==> src/rtl/snake_dir_ctrl_if.sv <==
// Button/VGA-line inputs and direction outputs of snake_dir_ctrl.
// master: the side that drives buttons, y_pos and game_state.
// slave: the direction controller itself.
interface snake_dir_ctrl_if #(
  parameter int unsigned BIT = 10
) ();
  logic [BIT-1:0] y_pos;
  logic [1:0]     game_state;
  logic           btn_up;
  logic           btn_down;
  logic           btn_left;
  logic           btn_right;
  logic [2:0]     direction;
  logic           dir_changed;
  logic           req_rejected;

  modport master (
    output y_pos, game_state, btn_up, btn_down, btn_left, btn_right,
    input  direction, dir_changed, req_rejected
  );

  modport slave (
    input  y_pos, game_state, btn_up, btn_down, btn_left, btn_right,
    output direction, dir_changed, req_rejected
  );
endinterface

==> src/rtl/snake_dir_ctrl.sv <==
// Snake direction controller: synchronises and debounces four push-buttons,
// edge-detects presses, buffers the newest request and commits it once per
// frame at y_pos == UPDATE_LINE. Reversals are rejected; outside PLAY the
// direction is forced to IDLE.
// Optional: define SNAKE_DIR_QUEUE_EN to turn the pending register into a
// 2-entry FIFO that commits one entry per frame.
module snake_dir_ctrl #(
  parameter int unsigned BIT             = 10,
  parameter int unsigned UPDATE_LINE     = 480,
  parameter int unsigned DEBOUNCE_CYCLES = 250000,
  parameter int unsigned CNT_W           = 18
) (
  input logic             clk,
  input logic             reset,
  snake_dir_ctrl_if.slave bus
);

  localparam logic [2:0] DirIdle  = 3'd0;
  localparam logic [2:0] DirUp    = 3'd1;
  localparam logic [2:0] DirDown  = 3'd2;
  localparam logic [2:0] DirLeft  = 3'd3;
  localparam logic [2:0] DirRight = 3'd4;
  localparam logic [1:0] StPlay   = 2'b01;

  localparam logic [CNT_W-1:0] DebLast = CNT_W'(DEBOUNCE_CYCLES - 1);

  function automatic logic [2:0] opposite(input logic [2:0] d);
    logic [2:0] o;
    case (d)
      DirUp:    o = DirDown;
      DirDown:  o = DirUp;
      DirLeft:  o = DirRight;
      DirRight: o = DirLeft;
      default:  o = DirIdle;
    endcase
    return o;
  endfunction

  // Button vector, bit 0 = up, 1 = down, 2 = left, 3 = right.
  logic [3:0]       raw;
  logic [3:0]       sync1_q, sync2_q;
  logic [3:0]       lvl_q, lvl_d, lvl_prev_q;
  logic [CNT_W-1:0] cnt_q [4];
  logic [CNT_W-1:0] cnt_d [4];
  logic [3:0]       press;
  logic             press_any;
  logic [2:0]       press_dir;

  logic             cmp, cmp_q, tick, play;
  logic             cand_valid;
  logic [2:0]       cand_dir;
  logic [2:0]       dir_q, dir_d;
  logic             chg_q, chg_d, rej_q, rej_d;

  assign raw  = {bus.btn_right, bus.btn_left, bus.btn_down, bus.btn_up};
  assign play = (bus.game_state == StPlay);
  assign cmp  = (bus.y_pos == BIT'(UPDATE_LINE));
  assign tick = cmp & ~cmp_q;

  // Synchroniser, debounce and line-compare state.
  always_ff @(posedge clk) begin
    if (reset) begin
      sync1_q    <= '0;
      sync2_q    <= '0;
      lvl_q      <= '0;
      lvl_prev_q <= '0;
      cnt_q      <= '{default: '0};
      cmp_q      <= 1'b0;
    end else begin
      sync1_q    <= raw;
      sync2_q    <= sync1_q;
      lvl_q      <= lvl_d;
      lvl_prev_q <= lvl_q;
      cnt_q      <= cnt_d;
      cmp_q      <= cmp;
    end
  end

  // Debounce: count consecutive disagreeing samples, flip level on the last one.
  always_comb begin
    for (int i = 0; i < 4; i++) begin
      lvl_d[i] = lvl_q[i];
      cnt_d[i] = '0;
      if (sync2_q[i] != lvl_q[i]) begin
        if (cnt_q[i] == DebLast) begin
          lvl_d[i] = sync2_q[i];
        end else begin
          cnt_d[i] = cnt_q[i] + 1'b1;
        end
      end
    end
  end

  assign press     = lvl_q & ~lvl_prev_q;
  assign press_any = |press;

  // Simultaneous presses resolve UP > DOWN > LEFT > RIGHT.
  always_comb begin
    press_dir = DirIdle;
    if (press[0])      press_dir = DirUp;
    else if (press[1]) press_dir = DirDown;
    else if (press[2]) press_dir = DirLeft;
    else if (press[3]) press_dir = DirRight;
  end

`ifdef SNAKE_DIR_QUEUE_EN
  logic [2:0] q_dir_q [2];
  logic [2:0] q_dir_d [2];
  logic [1:0] q_cnt_q, q_cnt_d;
  logic [2:0] q_last;

  // Request FIFO state.
  always_ff @(posedge clk) begin
    if (reset) begin
      q_dir_q <= '{default: DirIdle};
      q_cnt_q <= 2'd0;
    end else begin
      q_dir_q <= q_dir_d;
      q_cnt_q <= q_cnt_d;
    end
  end

  // Push a press that differs from the newest entry, then pop one at tick.
  always_comb begin
    q_dir_d = q_dir_q;
    q_cnt_d = q_cnt_q;
    q_last  = dir_q;
    if (q_cnt_q == 2'd1)      q_last = q_dir_q[0];
    else if (q_cnt_q == 2'd2) q_last = q_dir_q[1];
    if (press_any && (press_dir != q_last)) begin
      if (q_cnt_q == 2'd2) begin
        q_dir_d[1] = press_dir;
      end else begin
        q_dir_d[q_cnt_q[0]] = press_dir;
        q_cnt_d             = q_cnt_q + 2'd1;
      end
    end
    cand_valid = tick && (q_cnt_d != 2'd0);
    cand_dir   = q_dir_d[0];
    if (cand_valid) begin
      q_dir_d[0] = q_dir_d[1];
      q_cnt_d    = q_cnt_d - 2'd1;
    end
    if (!play) q_cnt_d = 2'd0;
  end
`else
  logic       pend_valid_q, pend_valid_d;
  logic [2:0] pend_dir_q, pend_dir_d;

  // Single pending request.
  always_ff @(posedge clk) begin
    if (reset) begin
      pend_valid_q <= 1'b0;
      pend_dir_q   <= DirIdle;
    end else begin
      pend_valid_q <= pend_valid_d;
      pend_dir_q   <= pend_dir_d;
    end
  end

  // A same-clock press overwrites pending before the tick consumes it.
  always_comb begin
    pend_valid_d = pend_valid_q;
    pend_dir_d   = pend_dir_q;
    if (press_any) begin
      pend_valid_d = 1'b1;
      pend_dir_d   = press_dir;
    end
    cand_valid = tick && pend_valid_d;
    cand_dir   = pend_dir_d;
    if (tick || !play) pend_valid_d = 1'b0;
  end
`endif

  // Commit rules: equal drops silently, reversal drops with a pulse.
  always_comb begin
    dir_d = dir_q;
    chg_d = 1'b0;
    rej_d = 1'b0;
    if (!play) begin
      dir_d = DirIdle;
      chg_d = (dir_q != DirIdle);
    end else if (cand_valid && (cand_dir != dir_q)) begin
      if ((dir_q != DirIdle) && (cand_dir == opposite(dir_q))) begin
        rej_d = 1'b1;
      end else begin
        dir_d = cand_dir;
        chg_d = 1'b1;
      end
    end
  end

  // Registered outputs.
  always_ff @(posedge clk) begin
    if (reset) begin
      dir_q <= DirIdle;
      chg_q <= 1'b0;
      rej_q <= 1'b0;
    end else begin
      dir_q <= dir_d;
      chg_q <= chg_d;
      rej_q <= rej_d;
    end
  end

  assign bus.direction    = dir_q;
  assign bus.dir_changed  = chg_q;
  assign bus.req_rejected = rej_q;

endmodule

==> src/flat_wrapper.sv <==
// flat-port wrapper written by rule: the top's interface ports become plain ports
module snake_dir_ctrl_flat 
#(
  parameter int unsigned BIT             = 10,
  parameter int unsigned UPDATE_LINE     = 480,
  parameter int unsigned DEBOUNCE_CYCLES = 250000,
  parameter int unsigned CNT_W           = 18
)
  (clk, reset, bus_y_pos, bus_game_state, bus_btn_up, bus_btn_down, bus_btn_left, bus_btn_right, bus_direction, bus_dir_changed, bus_req_rejected);
  snake_dir_ctrl_if #(.BIT(BIT)) bus_i ();
  input logic clk;
  input logic reset;
  input wire logic [$bits(bus_i.y_pos)-1:0] bus_y_pos;
  input wire logic [$bits(bus_i.game_state)-1:0] bus_game_state;
  input wire logic [$bits(bus_i.btn_up)-1:0] bus_btn_up;
  input wire logic [$bits(bus_i.btn_down)-1:0] bus_btn_down;
  input wire logic [$bits(bus_i.btn_left)-1:0] bus_btn_left;
  input wire logic [$bits(bus_i.btn_right)-1:0] bus_btn_right;
  output wire logic [$bits(bus_i.direction)-1:0] bus_direction;
  output wire logic [$bits(bus_i.dir_changed)-1:0] bus_dir_changed;
  output wire logic [$bits(bus_i.req_rejected)-1:0] bus_req_rejected;
  assign bus_i.y_pos = bus_y_pos;
  assign bus_i.game_state = bus_game_state;
  assign bus_i.btn_up = bus_btn_up;
  assign bus_i.btn_down = bus_btn_down;
  assign bus_i.btn_left = bus_btn_left;
  assign bus_i.btn_right = bus_btn_right;
  assign bus_direction = bus_i.direction;
  assign bus_dir_changed = bus_i.dir_changed;
  assign bus_req_rejected = bus_i.req_rejected;
  snake_dir_ctrl #(.BIT(BIT), .UPDATE_LINE(UPDATE_LINE), .DEBOUNCE_CYCLES(DEBOUNCE_CYCLES), .CNT_W(CNT_W)) u_core (.clk(clk), .reset(reset), .bus(bus_i));
endmodule
==> config.mk <==
export PLATFORM = sky130hd
export DESIGN_NAME = snake_dir_ctrl_flat
export DESIGN_NICKNAME = d
export VERILOG_FILES = /design/src/rtl/snake_dir_ctrl_if.sv /design/src/rtl/snake_dir_ctrl.sv /design/src/flat_wrapper.sv
export SDC_FILE = /design/constraint.sdc
export NUM_CORES = 1
export LEC_CHECK = 0
export CAP_MARGIN = 40
export CORE_MARGIN = 2
export CORE_UTILIZATION = 35
export DETAILED_ROUTE_END_ITERATION = 16
export DONT_BUFFER_PORTS = 1
export SETUP_SLACK_MARGIN = 0.05
export SLEW_MARGIN = 20
export SYNTH_ARGS = -nofsm -noshare
export SYNTH_HDL_FRONTEND = slang
export SYNTH_SLANG_ARGS = --single-unit
==> constraint.sdc <==
create_clock -name clk -period 2.2 [get_ports clk]
set_input_delay 0.33 -clock clk [delete_from_list [all_inputs] [get_ports clk]]
set_output_delay 0.33 -clock clk [all_outputs]
set_load 0.01 [all_outputs]
# Word level (Yosys, flattened, before mapping)
# Cells that the tools add are included.
[op_classes]
n_mul = 0
n_mux = 13
magnitude_cmp = 0
n_div = 0
bitwise = 11
shifts = 0
reduce_logical = 19
addsub = 4
n_eq_ne = 16
[ops]
columns = ["operator", "n"]
rows = [
  ["$add A18 B1 Y18 const B", 4],
  ["$eq A18 B18 Y1 const B", 4],
  ["$mux W3", 7],
  ["$reduce_or A3 Y1", 5],
  ["$pmux W3 S4", 1],
  ["$eq A10 B9 Y1 const B", 1],
  ["$reduce_and A2 Y1", 5],
  ["$not A1 Y1", 8],
  ["$eq A3 B2 Y1 const B", 2],
  ["$mux W1", 5],
  ["$and A4 B4 Y4", 1],
  ["$ne A1 B1 Y1", 4],
  ["$not A4 Y4", 1],
  ["$reduce_or A2 Y1", 2],
  ["$reduce_or A4 Y1", 1],
  ["$eq A3 B1 Y1 const B", 1],
  ["$eq A3 B3 Y1", 1],
  ["$eq A3 B3 Y1 const B", 1],
  ["$logic_and A1 B1 Y1", 3],
  ["$ne A3 B3 Y1", 1],
  ["$reduce_bool A3 Y1", 1],
  ["$eq A2 B1 Y1 const B", 1],
  ["$and A1 B1 Y1", 1],
  ["$logic_not A1 Y1", 1],
  ["$logic_or A1 B1 Y1", 1],
]
[totals]
mem_bits_ro = 0
word_cells = 80
mem_bits_rw = 0
input_bits = 18
mem_count = 0
reg_bits = 98
latch_bits = 0

# Longest topological paths before layout
# Gate-level depths: netlist of run 1.
[logic_depth]
ltp_word = 16
mapped_depth = 8

# Worst setup path after synthesis of run 1
# No wires, ideal clock.
[synth_timing]
path_type = "reg2reg"
from = "register u_core.dir_q[1], in the netlist u_core.bus.direction[1]"
to = "register u_core.dir_q[1], in the netlist u_core.bus.direction[1]"
slack_ns = 0.366
arrival_time_ns = 1.767
path_stages_with_launch = 9
required_time_ns = 2.133
n_path_buf = 1
path_cell_list = "dfxtp_1 -> buf_2 -> nor2b_1 -> o211a_1 -> a32o_1 -> o21bai_4 -> o311ai_4 -> or3_1 -> a21oi_2"
[synth_between]
elab_chain_len = 8
elab_cells_between_ends = 14
cone_classes = "eq/ne: 6; mux: 3; bitwise: 1; reduce/logical: 4"
[synth_rtl]
columns = ["element", "line_no", "rtl"]
rows = [
  ["start, declared", "snake_dir_ctrl.sv:52", "logic [2:0] dir_q, dir_d;"],
  ["start signal, assigned", "snake_dir_ctrl.sv:196", "dir_q <= DirIdle;"],
  ["start signal, assigned", "snake_dir_ctrl.sv:200", "dir_q <= dir_d;"],
  ["$eq A3 B3 Y1, or another cell as far along", "snake_dir_ctrl.sv:29", "case (d)"],
  ["$pmux W3 S4", "snake_dir_ctrl.sv:29", ""],
  ["$mux W3", "snake_dir_ctrl.sv:183", "end else if (cand_valid && (cand_dir != dir_q)) begin"],
  ["$mux W3", "snake_dir_ctrl.sv:180", "if (!play) begin"],
  ["$eq A3 B3 Y1", "snake_dir_ctrl.sv:184", "if ((dir_q != DirIdle) && (cand_dir == opposite(dir_q))) begin"],
  ["$logic_and A1 B1 Y1", "snake_dir_ctrl.sv:184", ""],
  ["$not A1 Y1 (no line)", "n/a", ""],
  ["$reduce_and A2 Y1 (no line) (*)", "n/a", ""],
]
# Mark *: on every way between the ends. The rest lies on a longest branch, timed or not. The select of a mux whose other input is x is not followed.
# A chain may end at the register's enable or synchronous reset.

# Worst setup path in the final report of run 1
[layout_timing]
from = "register u_core.dir_q[2], in the netlist u_core.bus.direction[2]"
to = "register u_core.dir_q[1], in the netlist u_core.bus.direction[1]"
# The elaborated chain is that of the path after synthesis.

==> impl_metrics.tcl, run 1 <==
set metrics [dict create \
    root_buffer "clkbuf_16" \
    seqPwrFrac 0.546 \
    post-route-drc-count 0 \
    wl_um 7090 \
    path_clk_slew_ns 0.07 \
    status "complete, no violations" \
    slew_headroom 0.599 \
    htree_levels 3 \
    combPwrFrac 0.009 \
    fmax_mhz 507 \
    syn_avg_cell_area_um2 8.88 \
    leakagePower_nw 1.48 \
    fin_worst_skew_ns 0.00575 \
    core_area_um2 11900 \
    hpwl_um 4920 \
    viasPerCell 4.86 \
    antenna_found_initial 0 \
    fin_nets 501 \
    rows 40 \
    worstPathMaxFanout 9 \
    ys_types 44 \
    finalSetupViolCount 0 \
    detail-route-antenna-nets 0 \
    synth.most_common_cell "nor2_1" \
    grt.total_usage 0.121 \
    nFillCells 1199 \
    grt_max_degree 27 \
    clkPwrFrac 0.445 \
    rsz0062_at_grt "no" \
    drive_gt1_frac 0.0640 \
    fin_tns_setup_ns 0 \
    synth_top_area_share 0.464 \
    cp-end-kind "flop" \
    synthFlopType "dfxtp_1" \
    cpMaxStageDelayCell "dfxtp_1" \
    ys_top_cells_by_count "nor2_1 (102), dfxtp_1 (98), xnor2_1 (35)" \
    hold_start "reset" \
    die_area_um2 13000 \
    synth.largest_area_cell "dfxtp_1" \
    antenna_cells 0 \
    startpoint "u_core.bus.direction[2]" \
    first_pass_iters 4 \
    cts_tree "built" \
    ys_seq_area_frac 0.464 \
    areaGrowthSynthToFinish_pct 10.4 \
    hold_path.class "primary input to flop" \
    cp.required_ns 2.48 \
    p_int_mw 2.57 \
    worstReg2RegStart "u_core.bus.direction[2]" \
    grt.overflow.total 0 \
    critPathLaunchType "flop" \
    yosys_register_bits 98 \
    cap_violations 0 \
    clk_path_buf_depth 2 \
    ios 23 \
    synthesis.nets 498 \
    post_synth_inst_count 476 \
    path_buf_inv 0 \
    cpPeakStageDelay_ns 0.54 \
    syn_area_um2 4230 \
    wl_per_cell_um 11.2 \
    vias 3067 \
    power_density_nw_per_um2 702 \
    clk_latency_ns 0.34 \
    final_core_util 0.392 \
    ys_warn_count 0 \
    switching_share 0.215 \
    postSynth.asyncResetShare 0 \
    die_h_um 114 \
    dpl-instance-area_um2 4390 \
    drt_iter0_markers 123 \
    period_minus_slack_ns 1.97 \
    dp_slack_ns 0.267 \
    cp_top_family "compound AO/OA/AOI/OAI gates" \
    first_global_vias 3007 \
    place.gp.congestion 0.921 \
    finalCritPeriodShare 0.897 \
    synth_area_leaders "dfxtp_1 (46%), nor2_1 (9.1%), xnor2_1 (7.2%)" \
    portBuffers 0 \
    maxSlewViolCount 0 \
    crit_path_cell_trace "nor2b_1, o211a_1, a32o_1, o21bai_4, o311ai_4, or3_1, a21oi_2" \
    dp.cells 615 \
    synth-edff-count 0 \
    cts.sinks 98 \
    p_sw_mw 0.705 \
    final_cells 631 \
    arrival_ns 2.25 \
    cts_buffers 9 \
    worst_ir_drop_vdd_mv 0.534 \
    stdcell_area_um2 4670 \
    initial_core_util 0.355 \
    post_cts_buffers 0 \
    die_w_um 114 \
    worst_slew_pin_slew_ns 0.601 \
    grt_pass1_wl_um 12800 \
    hold_violations 0 \
    critPathKind "flop to flop" \
    setup_ws_ns 0.228 \
]
-- per-layer routing --
layer / global-route usage / wire length, µm
met5: 0 / 0
met4: 0.0512 / 142
met3: 0.0414 / 203
met2: 0.199 / 3300
met1: 0.143 / 3440
-- flip-flops by register name, summed over array words and instances, names as in the netlist --
| register | flops |
|---|---|
| u_core.lvl_q | 4 |
| u_core.bus.req_rejected | 1 |
| u_core.bus.direction | 3 |
| u_core.cnt_q | 72 |
| u_core.cmp_q | 1 |
| u_core.pend_dir_q | 3 |
| u_core.pend_valid_q | 1 |
| u_core.sync2_q | 4 |
| u_core.sync1_q | 4 |
| u_core.bus.dir_changed | 1 |
| u_core.lvl_prev_q | 4 |
-- cell usage in the layout, fill, tap and decap left out, types with 3 or more instances in the layout --
cell type,count
nor2_1,102
dfxtp_1,98
xnor2_1,35
xor2_1,32
nand2_1,29
nand3_1,27
nor2b_1,19
nor3_1,14
nand4_1,13
inv_1,11
nor4_1,9
clkbuf_16,9
and3_1,8
or3_1,7
a21oi_1,6
nor4b_1,5
mux2i_1,5
o21ai_0,5
buf_4,5
ha_1,4
and4_1,3
nand2b_1,3
inv_6,3
-- path summary, 6_finish.rpt --
path	endpoint	slack (ns)	cells past startpoint
worst max-delay path	u_core.bus.direction[1]	0.23	7
worst min-delay path	u_core.pend_dir_q[1]	0.05	1
worst max register to register	u_core.bus.direction[1]	0.23	7
worst min register to register	u_core.cnt_q[18]	0.44	1
-- power by group through the flow --
stage / combinational [mW] / sequential, mW / clock (mW)
6_report: 0.0288 / 1.79 / 1.46
5_1_grt: 0.0334 / 1.79 / 1.58
4_1_cts: 0.0297 / 1.79 / 1.52
3_5_place_dp: 0.0295 / 1.83 / 0
3_3_place_gp: 0.0293 / 1.83 / 0
2_1_floorplan: 0.0295 / 1.83 / 0
-- what timing repair did --
| action | 4_1_cts | 5_1_grt |
|---|---|---|
| endpoints found under the setup margin | 0 | 2 |
| gates resized for setup | 0 | 1 |
| hold buffers | 0 | 0 |
| hold endpoints to repair | 0 | 0 |
-- cells by family (layout without fill, tap and decap cells) --
kind of cell | count (synthesis) | count (layout) | synth area share
and+or+nand+nor | 253 | 253 | 0.299
DFF | 98 | 98 | 0.464
xor gates and xnor gates | 67 | 67 | 0.139
AOI/OAI and AO/OA | 25 | 25 | 0.0491
buffers and inverters | 24 | 32 | 0.0251
muxes | 5 | 5 | 0.0118
adders and majority gates | 4 | 4 | 0.0118
-- layout make-up --
class	count	area (µm²)	area share
Inverter	11	41.3	0.00884
Clock inverter	7	52.6	0.0113
Sequential cell	98	1960	0.420
Multi-Input combinational cell	354	2170	0.464
Clock buffer	9	225	0.0482
Timing Repair Buffer	5	37.5	0.00804
Tap cell	147	184	0.0394
-- metrics by stage --
step | total power, mW | hold WS (ns)
3_5_place_dp | 1.86 | 0.408
3_3_place_gp | 1.86 | 0.407
6_report | 3.28 | 0.0537
2_1_floorplan | 1.86 | 0.402
5_1_grt | 3.41 | 0.0310
4_1_cts | 3.33 | 0.0363
No activity file was read; power rests on OpenSTA's default activity.
==> run 2: changes to the inputs <==
--- a/config.mk
+++ b/config.mk
@@ -10,8 +10,10 @@
 export CORE_UTILIZATION = 35
 export DETAILED_ROUTE_END_ITERATION = 16
 export DONT_BUFFER_PORTS = 1
+export HOLD_SLACK_MARGIN = 0.1
 export SETUP_SLACK_MARGIN = 0.05
 export SLEW_MARGIN = 20
 export SYNTH_ARGS = -nofsm -noshare
 export SYNTH_HDL_FRONTEND = slang
 export SYNTH_SLANG_ARGS = --single-unit
+export TNS_END_PERCENT = 20
==> impl_metrics.tcl, run 2 (synthesis gave the netlist of run 1 again) <==
set metrics [dict create \
    grt_util_met1 0.145 \
    timing.rr.end "u_core.bus.direction[1]" \
    crit_path_cell_trace "nor2b_1, o211a_1, a32o_1, o21bai_4, o311ai_4, or3_1, a21oi_2" \
    cts.sinks 98 \
    cpMaxStageDelayCell "dfxtp_1" \
    path_buf_inv 0 \
    portBuffers 0 \
    viasPerCell 4.84 \
    reg2reg_depth 7 \
    critPathKind "flop to flop" \
    clkPwrFrac 0.444 \
    arrival_ns 2.24 \
    detail-route-antenna-nets 0 \
    grt-busiest-layer "met2" \
    cpPeakStageDelay_ns 0.54 \
    period_minus_slack_ns 1.96 \
    rrSetupSlack_ns 0.24 \
    hold_path.class "primary input to flop" \
    path_clk_slew_ns 0.07 \
    initial_core_util 0.355 \
    grt.overflow.total 0 \
    wl_per_cell_um 11.3 \
    hpwl_um 4920 \
    leakagePower_nw 1.49 \
    ios 23 \
    die_area_um2 13000 \
    fin_nets 503 \
    cp-end-kind "flop" \
    hold_violations 0 \
    fmax_mhz 511 \
    status "complete, no violations" \
    critPathLaunchType "flop" \
    drive_gt1_frac 0.0658 \
    first_pass_iters 4 \
    antenna_cells 0 \
    htree_levels 3 \
    vias 3061 \
    antenna_found_initial 0 \
    p_sw_mw 0.713 \
    maxSlewViolCount 0 \
    rows 40 \
    root_buffer "clkbuf_16" \
    cp.required_ns 2.48 \
    hold_start "bus_btn_right" \
    worstPathMaxFanout 9 \
    switching_share 0.217 \
    power_density_nw_per_um2 701 \
    final_cells 633 \
    areaGrowthSynthToFinish_pct 11.0 \
    place.gp.congestion 0.921 \
    hold_depth 1 \
    finalSetupViolCount 0 \
    cp_top_family "compound AO/OA/AOI/OAI gates" \
    use_met2 0.203 \
    die_h_um 114 \
    worstReg2RegStart "u_core.bus.direction[2]" \
    slew_headroom 0.599 \
    clk_latency_ns 0.34 \
    worst_slew_pin_slew_ns 0.602 \
    fin_tns_setup_ns 0 \
    final_cell_mix "nor2_1 (102), dfxtp_1 (98), xnor2_1 (35)" \
    drt_iter0_markers 125 \
    post-route-drc-count 0 \
    combPwrFrac 0.012 \
    largest_reg_flops 72 \
    seqPwrFrac 0.544 \
    dp_slack_ns 0.267 \
    worst_ir_drop_vdd_mv 0.534 \
    p_int_mw 2.58 \
    whs_ns 0.113 \
    finalCritPeriodShare 0.890 \
    cts_tree "built" \
    grt_max_degree 22 \
    max_flop_register "u_core.cnt_q" \
    cap_violations 0 \
    cts_buffers 9 \
    first_global_vias 3016 \
    hold_end "u_core.sync1_q[3]" \
    rsz0062_at_grt "no" \
    grt_pass1_wl_um 13000 \
    final_common_cell "nor2_1" \
    wl_um 7180 \
    die_w_um 114 \
    setup_ws_ns 0.242 \
    grt.met3_usage 0.0414 \
    core_area_um2 11900 \
    fin_worst_skew_ns 0.00578 \
    grt.total_usage 0.122 \
    dp.cells 615 \
    clk_path_buf_depth 2 \
]
-- run 2: cell count changes in the layout (fill, tap and decap cells not counted) --
cell	change
dlygate4sd3_1	+1
buf_8	+1
-- run 2: routing by layer --
metal | up-vias | part of all wire
li1 | 1609 | -
met1 | 1407 | 0.48
met2 | 33 | 0.47
met3 | 12 | 0.031
met4 | 0 | 0.020
met5 | - | 0
-- run 2: timing repair --
action / CTS / global route
endpoints found under the hold margin: 21 / 0
hold buffers: 1 / 0
buffers inserted: 0 / 0
resized for setup: 0 / 1
setup endpoints to repair: 0 / 2
-- run 2: area by class of cell --
class                           count  area, µm²
Tap cell                          147        184
Clock buffer                        9        225
Inverter                           11       41.3
Multi-Input combinational cell    354       2170
Sequential cell                    98       1960
Fill cell                        1194       7220
Clock inverter                      7       52.6
Timing Repair Buffer                7       62.6
-- run 2: metrics by stage --
stage / util / cell area, µm² / total power, mW
global placement: 0.368 / 4390 / 1.86
finish: 0.394 / 4690 / 3.29
detailed placement: 0.368 / 4390 / 1.86
floorplan: - / 4230 / 1.86
CTS: 0.392 / 4670 / 3.34
global route: 0.394 / 4690 / 3.42
-- run 2: worst max-delay path by stage --
stage	startpoint	to	cells after the start
finish	u_core.bus.direction[2]	u_core.bus.direction[1]	7
detailed placement	u_core.bus.direction[2]	u_core.bus.direction[1]	7
global route	u_core.lvl_q[3]	u_core.bus.direction[1]	7
floorplan	u_core.bus.direction[1]	u_core.bus.direction[1]	8
global placement	u_core.bus.direction[2]	u_core.bus.direction[1]	7
CTS	u_core.bus.direction[2]	u_core.bus.direction[1]	7
-- run 2: power groups by stage --
stage / combinational (mW) / sequential (mW) / clock (mW)
floorplan: 0.0295 / 1.83 / 0
global placement: 0.0293 / 1.83 / 0
detailed placement: 0.0295 / 1.83 / 0
CTS: 0.0374 / 1.79 / 1.52
global route: 0.0452 / 1.79 / 1.58
finish: 0.0392 / 1.79 / 1.46
